`config.mk`:
```
export PLATFORM = sky130hd
export DESIGN_NAME = block_mem_arbiter_flat
export DESIGN_NICKNAME = d
export VERILOG_FILES = /design/src/rtl/block_mem_arbiter_pkg.sv /design/src/rtl/block_mem_arbiter_if.sv /design/src/rtl/block_mem_arbiter_rr_pick.sv /design/src/rtl/block_mem_arbiter.sv /design/src/flat_wrapper.sv
export SDC_FILE = /design/constraint.sdc
export NUM_CORES = 1
export LEC_CHECK = 0
export BUFFER_PORTS_ARGS = -buffer_cell sky130_fd_sc_hd__buf_2
export CAP_MARGIN = 20
export CORE_MARGIN = 2
export CORE_UTILIZATION = 42
export DETAILED_ROUTE_END_ITERATION = 10
export PLACE_DENSITY = 0.81
export SETUP_SLACK_MARGIN = 0.05
export SLEW_MARGIN = 15
export SYNTH_ARGS = -nofsm -noshare
export SYNTH_HDL_FRONTEND = slang
export SYNTH_SLANG_ARGS = --single-unit
```
`constraint.sdc`:
```
create_clock -name clock -period 1.85 [get_ports clock]
set_clock_uncertainty 0.05 [all_clocks]
set_input_delay 0.0925 -clock clock [delete_from_list [all_inputs] [get_ports clock]]
set_output_delay 0.0925 -clock clock [all_outputs]
set_load 0.01 [all_outputs]
```
`src/rtl/block_mem_arbiter_pkg.sv`:
```
// Shared codes for the block-memory command port and the arbiter state encoding.
package block_mem_arbiter_pkg;

  localparam logic [1:0] BM_FUNC_CLEAR = 2'b00;
  localparam logic [1:0] BM_FUNC_LOAD  = 2'b01;
  localparam logic [1:0] BM_FUNC_LEFT  = 2'b10;
  localparam logic [1:0] BM_FUNC_RIGHT = 2'b11;

  localparam logic [1:0] BM_STAGE_0 = 2'b00;
  localparam logic [1:0] BM_STAGE_1 = 2'b01;
  localparam logic [1:0] BM_STAGE_2 = 2'b10;
  localparam logic [1:0] BM_STAGE_3 = 2'b11;

  typedef enum logic [1:0] {
    ST_ARB_IDLE  = 2'd0,
    ST_ARB_ISSUE = 2'd1,
    ST_ARB_WAIT  = 2'd2
  } arb_state_t;

endpackage

```
`src/rtl/block_mem_arbiter_if.sv`:
```
// Block-memory command port: the arbiter drives the command (master), the memory answers (slave).
interface block_mem_arbiter_if #(
  parameter int ROW_W = 5,
  parameter int COL_W = 5
);
  logic             bm_enable;
  logic [1:0]       bm_func;
  logic [1:0]       bm_stage;
  logic [ROW_W-1:0] bm_row;
  logic [COL_W-1:0] bm_col;
  logic             bm_ready;
  logic [3:0]       bm_block;

  modport master (
    output bm_enable, bm_func, bm_stage, bm_row, bm_col,
    input  bm_ready, bm_block
  );

  modport slave (
    input  bm_enable, bm_func, bm_stage, bm_row, bm_col,
    output bm_ready, bm_block
  );
endinterface

```
`src/rtl/block_mem_arbiter_rr_pick.sv`:
```
// Round-robin picker: first set request scanning upward from (ptr+1) mod REQ_NUM.
module block_mem_arbiter_rr_pick #(
  parameter int REQ_NUM = 4,
  parameter int IDX_W   = 2
) (
  input  logic [REQ_NUM-1:0] req,
  input  logic [IDX_W-1:0]   ptr,
  output logic [IDX_W-1:0]   grant_idx,
  output logic               grant_vld
);

  logic [IDX_W-1:0] cand;

  // Scan from the farthest offset down so the nearest candidate is written last and wins.
  always_comb begin
    grant_idx = '0;
    grant_vld = 1'b0;
    cand      = '0;
    for (int k = REQ_NUM; k >= 1; k--) begin
      cand = IDX_W'((int'(ptr) + k) % REQ_NUM);
      if (req[cand]) begin
        grant_idx = cand;
        grant_vld = 1'b1;
      end
    end
  end

endmodule

```
`src/rtl/block_mem_arbiter.sv`:
```
// Round-robin arbiter for the shared block-memory command port, one transaction in flight.
// Optional BM_ARB_PRIORITY0_EN: requester 0 pre-empts round-robin whenever it requests.
module block_mem_arbiter
  import block_mem_arbiter_pkg::*;
#(
  parameter int REQ_NUM = 4,
  parameter int ROW_W   = 5,
  parameter int COL_W   = 5,
  parameter int TIMEOUT = 15
) (
  input  logic                     clock,
  input  logic                     reset,
  input  logic [REQ_NUM-1:0]       req,
  input  logic [REQ_NUM*2-1:0]     req_func,
  input  logic [REQ_NUM*2-1:0]     req_stage,
  input  logic [REQ_NUM*ROW_W-1:0] req_row,
  input  logic [REQ_NUM*COL_W-1:0] req_col,
  output logic [REQ_NUM-1:0]       done,
  output logic                     err,
  output logic [3:0]               rd_block,
  output logic                     busy,
  block_mem_arbiter_if.master      bm
);

  localparam int IDX_W = (REQ_NUM > 1) ? $clog2(REQ_NUM) : 1;
  localparam int CNT_W = $clog2(TIMEOUT + 1);

  logic [1:0]       func_arr  [REQ_NUM];
  logic [1:0]       stage_arr [REQ_NUM];
  logic [ROW_W-1:0] row_arr   [REQ_NUM];
  logic [COL_W-1:0] col_arr   [REQ_NUM];

  for (genvar gi = 0; gi < REQ_NUM; gi++) begin : g_slice
    assign func_arr[gi]  = req_func[gi*2 +: 2];
    assign stage_arr[gi] = req_stage[gi*2 +: 2];
    assign row_arr[gi]   = req_row[gi*ROW_W +: ROW_W];
    assign col_arr[gi]   = req_col[gi*COL_W +: COL_W];
  end

  arb_state_t       state_q, state_d;
  logic [IDX_W-1:0] idx_q, idx_d;
  logic [IDX_W-1:0] ptr_q, ptr_d;
  logic [CNT_W-1:0] cnt_q, cnt_d;
  logic [1:0]       func_q, func_d;
  logic [1:0]       stage_q, stage_d;
  logic [ROW_W-1:0] row_q, row_d;
  logic [COL_W-1:0] col_q, col_d;
  logic [REQ_NUM-1:0] done_q, done_d;
  logic             err_q, err_d;
  logic [3:0]       rd_block_q, rd_block_d;

  logic [IDX_W-1:0] rr_idx, pick_idx;
  logic             rr_vld;
  logic [CNT_W-1:0] cnt_inc;
  logic             timeout_hit;

  block_mem_arbiter_rr_pick #(
    .REQ_NUM (REQ_NUM),
    .IDX_W   (IDX_W)
  ) u_rr_pick (
    .req       (req),
    .ptr       (ptr_q),
    .grant_idx (rr_idx),
    .grant_vld (rr_vld)
  );

`ifdef BM_ARB_PRIORITY0_EN
  assign pick_idx = req[0] ? '0 : rr_idx;
`else
  assign pick_idx = rr_idx;
`endif

  // The last WAIT cycle is the one whose increment reaches TIMEOUT.
  assign cnt_inc     = cnt_q + CNT_W'(1);
  assign timeout_hit = (cnt_inc == CNT_W'(TIMEOUT));

  always_ff @(posedge clock) begin
    if (reset) begin
      state_q <= ST_ARB_IDLE;
    end else begin
      state_q <= state_d;
    end
  end

  always_comb begin
    state_d = state_q;
    unique case (state_q)
      ST_ARB_IDLE:  if (rr_vld) state_d = ST_ARB_ISSUE;
      ST_ARB_ISSUE: state_d = ST_ARB_WAIT;
      ST_ARB_WAIT:  if (bm.bm_ready || timeout_hit) state_d = ST_ARB_IDLE;
      default:      state_d = ST_ARB_IDLE;
    endcase
  end

  always_comb begin
    bm.bm_enable = (state_q == ST_ARB_ISSUE);
    busy         = (state_q == ST_ARB_ISSUE) || (state_q == ST_ARB_WAIT);
    bm.bm_func   = func_q;
    bm.bm_stage  = stage_q;
    bm.bm_row    = row_q;
    bm.bm_col    = col_q;
    done         = done_q;
    err          = err_q;
    rd_block     = rd_block_q;
  end

  always_comb begin
    idx_d      = idx_q;
    ptr_d      = ptr_q;
    cnt_d      = cnt_q;
    func_d     = func_q;
    stage_d    = stage_q;
    row_d      = row_q;
    col_d      = col_q;
    done_d     = '0;
    err_d      = 1'b0;
    rd_block_d = 4'h0;
    unique case (state_q)
      ST_ARB_IDLE: begin
        if (rr_vld) begin
          idx_d   = pick_idx;
          func_d  = func_arr[pick_idx];
          stage_d = stage_arr[pick_idx];
          row_d   = row_arr[pick_idx];
          col_d   = col_arr[pick_idx];
        end
      end
      ST_ARB_ISSUE: cnt_d = '0;
      ST_ARB_WAIT: begin
        if (bm.bm_ready || timeout_hit) begin
          done_d[idx_q] = 1'b1;
          err_d         = !bm.bm_ready;
          rd_block_d    = bm.bm_ready ? bm.bm_block : 4'h0;
`ifdef BM_ARB_PRIORITY0_EN
          if (idx_q != '0) ptr_d = idx_q;
`else
          ptr_d = idx_q;
`endif
        end
        cnt_d = cnt_inc;
      end
      default: ;
    endcase
  end

  always_ff @(posedge clock) begin
    if (reset) begin
      idx_q      <= '0;
      ptr_q      <= IDX_W'(REQ_NUM - 1);
      cnt_q      <= '0;
      func_q     <= '0;
      stage_q    <= '0;
      row_q      <= '0;
      col_q      <= '0;
      done_q     <= '0;
      err_q      <= 1'b0;
      rd_block_q <= 4'h0;
    end else begin
      idx_q      <= idx_d;
      ptr_q      <= ptr_d;
      cnt_q      <= cnt_d;
      func_q     <= func_d;
      stage_q    <= stage_d;
      row_q      <= row_d;
      col_q      <= col_d;
      done_q     <= done_d;
      err_q      <= err_d;
      rd_block_q <= rd_block_d;
    end
  end

endmodule

```
`src/flat_wrapper.sv`:
```
// flat-port wrapper written by rule: the top's interface ports become plain ports
module block_mem_arbiter_flat import block_mem_arbiter_pkg::*;
#(
  parameter int REQ_NUM = 4,
  parameter int ROW_W   = 5,
  parameter int COL_W   = 5,
  parameter int TIMEOUT = 15
)
  (clock, reset, req, req_func, req_stage, req_row, req_col, done, err, rd_block, busy, bm_bm_enable, bm_bm_func, bm_bm_stage, bm_bm_row, bm_bm_col, bm_bm_ready, bm_bm_block);
  block_mem_arbiter_if #(.ROW_W(ROW_W), .COL_W(COL_W)) bm_i ();
  input  logic clock;
  input  logic reset;
  input  logic [REQ_NUM-1:0] req;
  input  logic [REQ_NUM*2-1:0] req_func;
  input  logic [REQ_NUM*2-1:0] req_stage;
  input  logic [REQ_NUM*ROW_W-1:0] req_row;
  input  logic [REQ_NUM*COL_W-1:0] req_col;
  output logic [REQ_NUM-1:0] done;
  output logic err;
  output logic [3:0] rd_block;
  output logic busy;
  output wire logic [$bits(bm_i.bm_enable)-1:0] bm_bm_enable;
  output wire logic [$bits(bm_i.bm_func)-1:0] bm_bm_func;
  output wire logic [$bits(bm_i.bm_stage)-1:0] bm_bm_stage;
  output wire logic [$bits(bm_i.bm_row)-1:0] bm_bm_row;
  output wire logic [$bits(bm_i.bm_col)-1:0] bm_bm_col;
  input wire logic [$bits(bm_i.bm_ready)-1:0] bm_bm_ready;
  input wire logic [$bits(bm_i.bm_block)-1:0] bm_bm_block;
  assign bm_bm_enable = bm_i.bm_enable;
  assign bm_bm_func = bm_i.bm_func;
  assign bm_bm_stage = bm_i.bm_stage;
  assign bm_bm_row = bm_i.bm_row;
  assign bm_bm_col = bm_i.bm_col;
  assign bm_i.bm_ready = bm_bm_ready;
  assign bm_i.bm_block = bm_bm_block;
  block_mem_arbiter #(.REQ_NUM(REQ_NUM), .ROW_W(ROW_W), .COL_W(COL_W), .TIMEOUT(TIMEOUT)) u_core (.clock(clock), .reset(reset), .req(req), .req_func(req_func), .req_stage(req_stage), .req_row(req_row), .req_col(req_col), .done(done), .err(err), .rd_block(rd_block), .busy(busy), .bm(bm_i));
endmodule
```
## Word-level counts from Yosys, hierarchy flattened

Cells that the tools add are included.

| storage, ports and cells | value |
|---|---|
| register bits after elaboration | 33 |
| input port bits | 67 |
| output and inout port bits | 25 |
| word-level logic and storage cells | 77 |

| operators by class | value |
|---|---|
| $add $sub $neg | 5 |
| order comparisons | 7 |
| eq/ne operators | 5 |
| muxes and demuxes | 34 |
| bitwise gates (word level) | 4 |
| reduce and logical (&&, ||, !) cells | 11 |

Operator list:

| kind | count |
|---|---|
| $bmux W5 S2 | 2 |
| $mux W2 | 10 |
| $mux W5 | 4 |
| $lt A2 B3 Y1 const B | 5 |
| $mux W1 | 9 |
| $bmux W1 S2 | 4 |
| $bmux W2 S2 | 2 |
| $pmux W4 S2 | 1 |
| $pmux W2 S3 | 1 |
| $reduce_and A2 Y1 | 3 |
| $add A2 B1 Y2 const B | 2 |
| $add A2 B2 Y2 const B | 2 |
| $add A4 B1 Y4 const B | 1 |
| $eq A4 B4 Y1 const B | 1 |
| $reduce_or A4 Y1 | 1 |
| $ge A3 B3 Y1 const B | 1 |
| $not A1 Y1 | 3 |
| $not A2 Y3 | 1 |
| $reduce_or A3 Y1 | 1 |
| $demux W1 S2 | 1 |
| $eq A2 B1 Y1 const B | 1 |
| $eq A2 B2 Y1 const B | 1 |
| $ge A2 B1 Y1 const B | 1 |
| $logic_not A2 Y1 | 1 |
| 6 further kinds | 7 |

## Logic depth before layout (Yosys ltp)

Gate-level depths: netlist of run 1.

| logic depth | value |
|---|---|
| word-level depth | 11 |
| mapped depth | 8 |
| mapped depth without buffers | 7 |

## By module

From an unflattened synthesis of run 1, not the netlist that was laid out.

| second synthesis, totals | value |
|---|---|
| cells, all modules | 186 |
| area total of the unflattened synthesis | 1,790.5 um^2 |

By module, submodules not included:

| module | times used | cells each | area an instance (um^2) |
|---|---|---|---|
| block_mem_arbiter | 1 | 172 | 1,699.1 |
| block_mem_arbiter_rr_pick | 1 | 14 | 91.3 |

## Worst setup path before layout of run 1

OpenSTA, ideal clock, no wires.

| timing | value |
|---|---|
| path type | register -> register |
| from | register u_core.ptr_q[1] |
| to | register u_core.stage_q[0] (netlist: u_core.bm.bm_stage[0]) |
| arrival time | 1.738 ns |
| required time | 1.721 ns |
| setup slack | -0.017 ns |
| stages on the path, launching flop included | 7 |
| buffers on the path | 1 |
| cells stage by stage | dfxtp_1 -> mux2i_1 -> o22ai_2 -> a21oi_4 -> buf_4 -> mux2_2 -> o221ai_2 |

| on the way | value |
|---|---|
| word-level cells in the longest chain between the ends | 11 |
| elaborated cells between the ends (all ways) | 25 |

RTL lines:

| what | line | RTL |
|---|---|---|
| start, declared | block_mem_arbiter.sv:42 | `logic [IDX_W-1:0] ptr_q, ptr_d;` |
| start signal, assigned | block_mem_arbiter.sv:149 | `ptr_q <= IDX_W'(REQ_NUM - 1);` |
| start signal, assigned | block_mem_arbiter.sv:160 | `ptr_q <= ptr_d;` |
| $add A2 B1 Y2 | block_mem_arbiter_rr_pick.sv:20 | `cand = IDX_W'((int'(ptr) + k) % REQ_NUM);` |
| $bmux W1 S2 | block_mem_arbiter_rr_pick.sv:21 | `if (req[cand]) begin` |
| $mux W1 (implied by the code) | block_mem_arbiter_rr_pick.sv:21 |  |
| $mux W2 (4 in series) | block_mem_arbiter_rr_pick.sv:21 |  |
| $not A2 Y3 (implied by the code) | block_mem_arbiter.sv:123 | `stage_d = stage_arr[pick_idx];` |
| $bmux W2 S2 | block_mem_arbiter.sv:123 |  |
| $mux W2 (implied by the code) (2 in series) | block_mem_arbiter.sv:123 |  |
| end signal, assigned | block_mem_arbiter.sv:163 | `stage_q <= stage_d;` |
| end, declared | block_mem_arbiter.sv:45 | `logic [1:0] stage_q, stage_d;` |

Several ways; a longest one is shown, not always the timed one. The select of a mux whose other input is x is not followed.
A chain may end at the register's enable or synchronous reset.

## Final worst setup path of run 1

| timing | value |
|---|---|
| from | register u_core.ptr_q[1] |
| to | register u_core.func_q[0] (netlist: u_core.bm.bm_func[0]) |

| on the way | value |
|---|---|
| word-level cells in the longest chain between the ends | 11 |
| elaborated cells between the ends (all ways) | 25 |

RTL lines:

| what | line | RTL |
|---|---|---|
| $add A2 B1 Y2 | block_mem_arbiter_rr_pick.sv:20 |  |
| $bmux W1 S2 | block_mem_arbiter_rr_pick.sv:21 |  |
| $mux W1 (implied by the code) | block_mem_arbiter_rr_pick.sv:21 |  |
| $mux W2 (4 in series) | block_mem_arbiter_rr_pick.sv:21 |  |
| $not A2 Y3 (implied by the code) | block_mem_arbiter.sv:122 | `func_d = func_arr[pick_idx];` |
| $bmux W2 S2 | block_mem_arbiter.sv:122 |  |
| $mux W2 (implied by the code) (2 in series) | block_mem_arbiter.sv:122 |  |
| end signal, assigned | block_mem_arbiter.sv:162 | `func_q <= func_d;` |
| end, declared | block_mem_arbiter.sv:44 | `logic [1:0] func_q, func_d;` |

Several ways; a longest one is shown, not always the timed one. The select of a mux whose other input is x is not followed.

==> impl_metrics.py, run 1 <==
metrics = {
    "status": {
        "outcome": "finished clean",
    },
    "sta": {
        "slew_headroom_pct": 68.1,
        "final_worst_path_period_need_ns": 1.80,
        "grt_setup_unrepaired": "yes",
        "hold_viol": 0,
        "max_slew_violations": 0,
        "setup_ws_ns": 0.0545,
        "max_freq_mhz": 557,
        "setup_viol": 0,
        "worst_slew_pin_slew_ns": 0.474,
        "timing.final.crit_share_pct": 97.1,
    },
    "finish": {
        "drive_above_1_share_pct": 46.7,
        "number_of_fillers_in_the_final_layout": 344,
        "final_nets": 394,
        "syn2layout_area_growth_pct": 47.3,
        "antenna_cells_inserted": 0,
        "final_core_util_pct": 65.3,
    },
    "synthesis": {
        "dominant_cells_by_area_after_synthesis": "dfxtp_1 34%, mux2i_1 11%, nand3b_1 4.2%",
        "synthXorXnorAreaFrac_pct": 0,
        "postSynthRegisterBits": 33,
        "synth_top_family_by_area": "simple AND/OR/NAND/NOR gates",
        "synthesis.area_um2": 1960,
        "syn_area_per_cell_um2": 9.14,
        "synth-main-ff-cell": "dfxtp_1",
        "synth_fa_ha_area_share_pct": 3.20,
        "netlist_instances": 214,
        "post_synthesis_compound_gate_area_fraction_pct": 20.0,
        "synth_nets": 286,
        "postSynth.asyncResetShare_pct": 0,
        "synth_simple_gate_area_share_pct": 22.8,
        "synthMuxAreaShare_pct": 14.1,
        "synth_seq_area_share_pct": 33.8,
        "synth.lib_cells_used.distinct": 42,
        "synth-edff-count": 0,
        "synthesis.yosys.warnings": 0,
        "synth_largest_area_cell": "dfxtp_1",
        "synth_largest_type_area_fraction_pct": 33.8,
    },
    "global_routing": {
        "grt_antenna_before_repair": 0,
        "grt_start_max_net_pins": 20,
        "grt_first_pass_wirelength_um": 8380,
        "vias_in_the_first_global_route": 1884,
        "grt_remaining_overflow": 0,
        "groute.usage.overall_pct": 20.2,
    },
    "worst_setup_path": {
        "arrival_ns": 1.90,
        "kind_of_end_point_of_the_critical_path": "flop",
        "timing.critical_path.slowest_cell_delay_ns": 0.38,
        "ff2ff_setup_slack_ns": 0.05,
        "largest_fanout_on_the_critical_path": 7,
        "crit_type": "reg2reg",
        "critical-path-slowest-cell": "dfxtp_4",
        "data_required_critical_path_ns": 1.96,
        "worstSetupStartpointType": "flop",
        "cpMostUsedCell": "mux2i_2",
        "worstPathCellList": "mux2i_2, o22ai_2, a21oi_4, buf_6, buf_16, mux2i_2, o221ai_2",
    },
    "placed_design": {
        "dpl.hpwl_um": 3660,
        "port_buffers": 91,
        "placement.setup.worst_slack_ns": 0.0104,
        "finalWeightedCongestion": 0.778,
    },
    "floorplanning": {
        "initial_utilization_pct": 44.3,
        "fp.dieW_um": 72.3,
        "chipHeight_um": 72.3,
        "core-area_um2": 4410,
        "ioPinCount": 92,
        "std_cell_rows": 24,
        "dieArea_um2": 5220,
    },
    "power": {
        "design_power_total_mw": 2.37,
        "leakagePower_nw": 1.37,
        "vdd.ir_drop.worst_mv": 0.638,
        "cellPowerDensity_nw_per_um2": 823,
    },
    "routing": {
        "drc_errors": 0,
        "antenna_violating_nets_post_route": 0,
        "routed_wire_length_per_instance_um": 14.6,
        "via_count": 1994,
        "first_iter_violations": 98,
        "wirelength_um": 5470,
        "route.detailed.vias_per_inst": 5.32,
        "drtPass1Iterations": 4,
    },
    "clock_network": {
        "clock_insertion_delay_worst_skew_ns": 0.28,
        "cts.clk_slew.worst_paths_ns": 0.07,
        "tritoncts": "built",
        "cts-htree-levels": 2,
        "clock_tree.buffer_depth": 2,
        "cts-buffers-inserted": 5,
        "clock-root-buffer": "clkbuf_8",
        "clkSinkCount": 33,
    },
    "worst_hold_path": {
        "worstHoldPathType": "in2reg",
    },
    "flow_run": {
        "max_cap_viol_count": 0,
    },
}
==> through the flow <==
step / TNS, ns / std cells / area [um2] / hold WS (ns)
final: 0 / 375 / 2880 / 0.0323
after detailed placement: 0 / 352 / 2470 / 0.276
after floorplan: 0 / 214 / 1960 / 0.195
after global placement: 0 / 352 / 2470 / 0.276
after global routing: -0.0263 / 375 / 2880 / 0.0344
after CTS: 0 / 367 / 2700 / 0.00197
==> registers in the layout, indices dropped and copies added (netlist names) <==
register,flops
u_core.bm.bm_col,5
u_core.bm.bm_row,5
u_core.cnt_q,4
u_core.done,4
u_core.rd_block,4
u_core.bm.bm_func,2
u_core.bm.bm_stage,2
u_core.idx_q,2
u_core.ptr_q,2
u_core.state_q,2
u_core.err,1
==> report_power, final <==
group | switching, mW | internal [mW] | total [mW]
clock | 0.257 | 0.336 | 0.593
combinational | 0.461 | 0.451 | 0.911
sequential | 0.0644 | 0.803 | 0.867
total | 0.782 | 1.59 | 2.37
==> cell usage after synthesis, drive strengths merged (3+ instances only) <==
cell type,n
o21ai,5
clkbuf,6
nor2b,7
o221ai,11
nand3b,11
a21oi,10
nand2b,5
and3,4
dfxtp,33
nand2,12
nand3,11
buf,6
mux2i,22
a2111oi,3
ha,5
a211oi,8
mux2,5
inv,13
nor3,4
nor2,15
==> cells in the final DEF (no fill, tap or decap), types with 4 or more instances in the layout <==
cell | Yosys | final
a211oi_1 | 8 | 4
a211oi_2 | 0 | 4
a21oi_1 | 9 | 9
and3_1 | 4 | 4
buf_2 | 2 | 91
buf_4 | 2 | 11
buf_6 | 2 | 4
clkbuf_8 | 0 | 7
dfxtp_1 | 33 | 32
dlygate4sd3_1 | 0 | 4
inv_1 | 13 | 13
mux2_4 | 0 | 4
mux2i_1 | 22 | 15
mux2i_4 | 0 | 4
nand2_1 | 11 | 11
nand2b_1 | 5 | 5
nand3_1 | 11 | 11
nand3b_1 | 11 | 11
nor2_1 | 15 | 15
nor2b_1 | 7 | 7
nor3_1 | 4 | 4
o221ai_1 | 6 | 6
o221ai_2 | 5 | 5
==> worst max-delay path: cells and delay by family (launching register included) <==
family	cells	cell delay, ns
AO/OA/AOI/OAI	3	0.47
multiplexers	2	0.49
flip-flops	1	0.38
buffers and inverters	2	0.29
==> repair_timing <==
action / in CTS / in global routing
cloned: 2 / 1
resized for setup: 3 / 29
buffers inserted: 2 / 7
hold buffers: 3 / 1
endpoints found under the hold margin: 3 / 1
endpoints found under the setup margin: 7 / 18
pin swaps: 1 / 9
==> final timing paths <==
kind | startpoint | to | cells past startpoint
min reg2reg | u_core.idx_q[0]$_SDFFE_PP0P_ | u_core.done[3]$_SDFF_PP0_ | 2
max | u_core.ptr_q[1]$_SDFFE_PP1P_ | u_core.bm.bm_func[0]$_SDFFE_PP0P_ | 7
min | bm_bm_ready | u_core.err$_SDFF_PP0_ | 2
max reg2reg | u_core.ptr_q[1]$_SDFFE_PP1P_ | u_core.bm.bm_func[0]$_SDFFE_PP0P_ | 7
==> per-layer routing <==
| metal | vias to the layer above | track usage, % | part of all wire [%] | routed length [um] |
|---|---|---|---|---|
| met5 | - | 0 | 0 | 0 |
| met4 | 0 | 7.13 | 1.0 | 55 |
| met3 | 6 | 5.42 | 6.1 | 336 |
| met2 | 66 | 33.6 | 50 | 2740 |
| met1 | 923 | 25.1 | 43 | 2340 |
| li1 | 999 | - | - | - |
==> logic make-up after synthesis <==
family	count (synthesis)
compound gates	45
buf+inv	25
flops	33
fa+ha+maj	5
simple gates	79
mux	27
==> cell type report <==
type	instances	area, um2	share of cell area, %
inverter	13	48.8	1.69
tap	52	65.1	2.26
multi-input combinational	156	1300	45.1
clock buffer	7	96.3	3.34
sequential	33	664	23.1
timing repair buffer	113	703	24.4
clock inverter	1	5.00	0.174
No activity file was read; power rests on OpenSTA's default activity.
==> run 2: changes to the inputs <==
==> constraint.sdc (replaced) <==
create_clock -name clock -period 1.85 [get_ports clock]
set_clock_uncertainty 0.05 [all_clocks]
set_input_delay 0.185 -clock clock [delete_from_list [all_inputs] [get_ports clock]]
set_output_delay 0.185 -clock clock [all_outputs]
set_load 0.05 [all_outputs]
==> impl_metrics.py, run 2 (synthesized netlist as in run 1, its figures left out) <==
metrics = {
    "sta": {
        "slew_headroom_pct": 66.1,
        "max_slew_violations": 0,
        "worst_slew_pin_slew_ns": 0.503,
        "setup_viol": 0,
        "setup_tns_ns": 0,
        "grt_setup_unrepaired": "yes",
        "max_freq_mhz": 573,
        "final_worst_path_period_need_ns": 1.75,
        "timing.final.crit_share_pct": 94.4,
        "hold_viol": 0,
    },
    "clock_network": {
        "cts-buffers-inserted": 5,
        "cts.clk_slew.worst_paths_ns": 0.07,
        "clock_insertion_delay_worst_skew_ns": 0.28,
        "cts-htree-levels": 2,
        "tritoncts": "built",
        "postCtsHoldBufs": 0,
        "clock_tree.buffer_depth": 2,
        "clock-root-buffer": "clkbuf_8",
        "clkSinkCount": 33,
    },
    "global_routing": {
        "grt_antenna_before_repair": 0,
        "grt_first_pass_wirelength_um": 8050,
        "grt_start_max_net_pins": 21,
        "groute.usage.overall_pct": 19.8,
        "grt_remaining_overflow": 0,
        "vias_in_the_first_global_route": 1774,
    },
    "finish": {
        "antenna_cells_inserted": 0,
        "most_common_library_cell_in_the_layout_ignoring_fill_and_taps": "buf_2",
        "number_of_fillers_in_the_final_layout": 358,
        "final_core_util_pct": 63.8,
        "final_nets": 387,
        "syn2layout_area_growth_pct": 43.9,
        "most-common-layout-cells": "91 x buf_2, 31 x dfxtp_1, 19 x mux2i_1, 15 x nor2_1, 13 x inv_1",
        "drive_above_1_share_pct": 45.6,
    },
    "worst_setup_path": {
        "worstPathCellList": "mux2i_1, o22ai_2, a21oi_4, buf_12, buf_12, mux2_4, o221ai_2",
        "data_required_critical_path_ns": 2.01,
        "critical-path-slowest-cell": "dfxtp_4",
        "cpMostUsedCell": "buf_12",
        "timing.critical_path.slowest_cell_delay_ns": 0.38,
        "kind_of_end_point_of_the_critical_path": "flop",
        "worstSetupStartpointType": "flop",
        "arrival_ns": 1.90,
        "crit_type": "reg2reg",
        "largest_fanout_on_the_critical_path": 7,
    },
    "routing": {
        "drc_errors": 0,
        "routed_wire_length_per_instance_um": 14.4,
        "wirelength_um": 5310,
        "drtPass1Iterations": 4,
        "via_count": 1977,
        "antenna_violating_nets_post_route": 0,
        "route.detailed.vias_per_inst": 5.37,
        "first_iter_violations": 85,
    },
    "floorplanning": {
        "ioPinCount": 92,
        "initial_utilization_pct": 44.3,
        "std_cell_rows": 24,
        "fp.dieW_um": 72.3,
        "dieArea_um2": 5220,
        "core-area_um2": 4410,
        "chipHeight_um": 72.3,
    },
    "placed_design": {
        "finalWeightedCongestion": 0.796,
        "dpl.hpwl_um": 3710,
        "port_buffers": 91,
    },
    "worst_hold_path": {
        "worstHoldPathType": "in2reg",
    },
    "flow_run": {
        "max_cap_viol_count": 0,
    },
    "power": {
        "cellPowerDensity_nw_per_um2": 957,
        "vdd.ir_drop.worst_mv": 0.451,
        "leakagePower_nw": 1.36,
        "design_power_total_mw": 2.69,
    },
    "status": {
        "outcome": "finished clean",
    },
}
-- run 2: worst max-delay path, delay by kind of cell, from the launching register on --
family	cells	cell delay [ns]
muxes	2	0.53
buffers and inverters	2	0.27
DFF	1	0.38
AOI/OAI and AO/OA	3	0.44
-- run 2: worst paths after layout --
path / cells past startpoint / from / to / slack, ns
worst max-delay path: 7 / u_core.ptr_q[1]$_SDFFE_PP1P_ / u_core.bm.bm_stage[0]$_SDFFE_PP0P_ / 0.10
worst min-delay path: 2 / bm_bm_block[0] / u_core.rd_block[0]$_SDFF_PP0_ / 0.08
worst max register to register: 7 / u_core.ptr_q[1]$_SDFFE_PP1P_ / u_core.bm.bm_stage[0]$_SDFFE_PP0P_ / 0.10
worst min register to register: 2 / u_core.idx_q[1]$_SDFFE_PP0P_ / u_core.done[3]$_SDFF_PP0_ / 0.45
-- run 2: per-layer routing --
layer | part of all wire (%) | track usage, % | vias to the layer above
met4 | 2.4 | 9.85 | 0
met2 | 48 | 32.5 | 91
met3 | 7.9 | 5.56 | 12
met5 | 0 | 0 | -
li1 | - | - | 987
met1 | 42 | 23.6 | 887
-- run 2: layout make-up --
class	count	area (um2)	area share, %
Inverter	13	48.8	1.73
Clock inverter	3	46.3	1.64
Multi-Input combinational cell	156	1270	45.1
Sequential cell	33	666	23.6
Tap cell	52	65.1	2.31
Timing Repair Buffer	106	652	23.1
Clock buffer	5	68.8	2.44
-- run 2: where the power goes --
group | switching [mW] | internal [mW]
sequential | 0.0635 | 0.803
combinational | 0.709 | 0.437
clock | 0.280 | 0.403
total | 1.05 | 1.64
-- run 2: through the flow --
stage / hold WS [ns] / cells / cell area, um2 / setup WS [ns]
after CTS: 0.0753 / 366 / 2670 / 0.0525
after floorplan: 0.288 / 214 / 1960 / 0.0839
after detailed placement: 0.372 / 355 / 2500 / 0.0363
final: 0.0764 / 368 / 2820 / 0.104
after global placement: 0.369 / 355 / 2500 / 0.101
after global routing: 0.0796 / 368 / 2820 / -0.00747
-- run 2: timing repair --
action / in CTS / in global routing
pin swaps: 0 / 6
setup endpoints to repair: 4 / 21
buffers inserted: 2 / 1
gates cloned: 1 / 2
gates resized for setup: 2 / 23
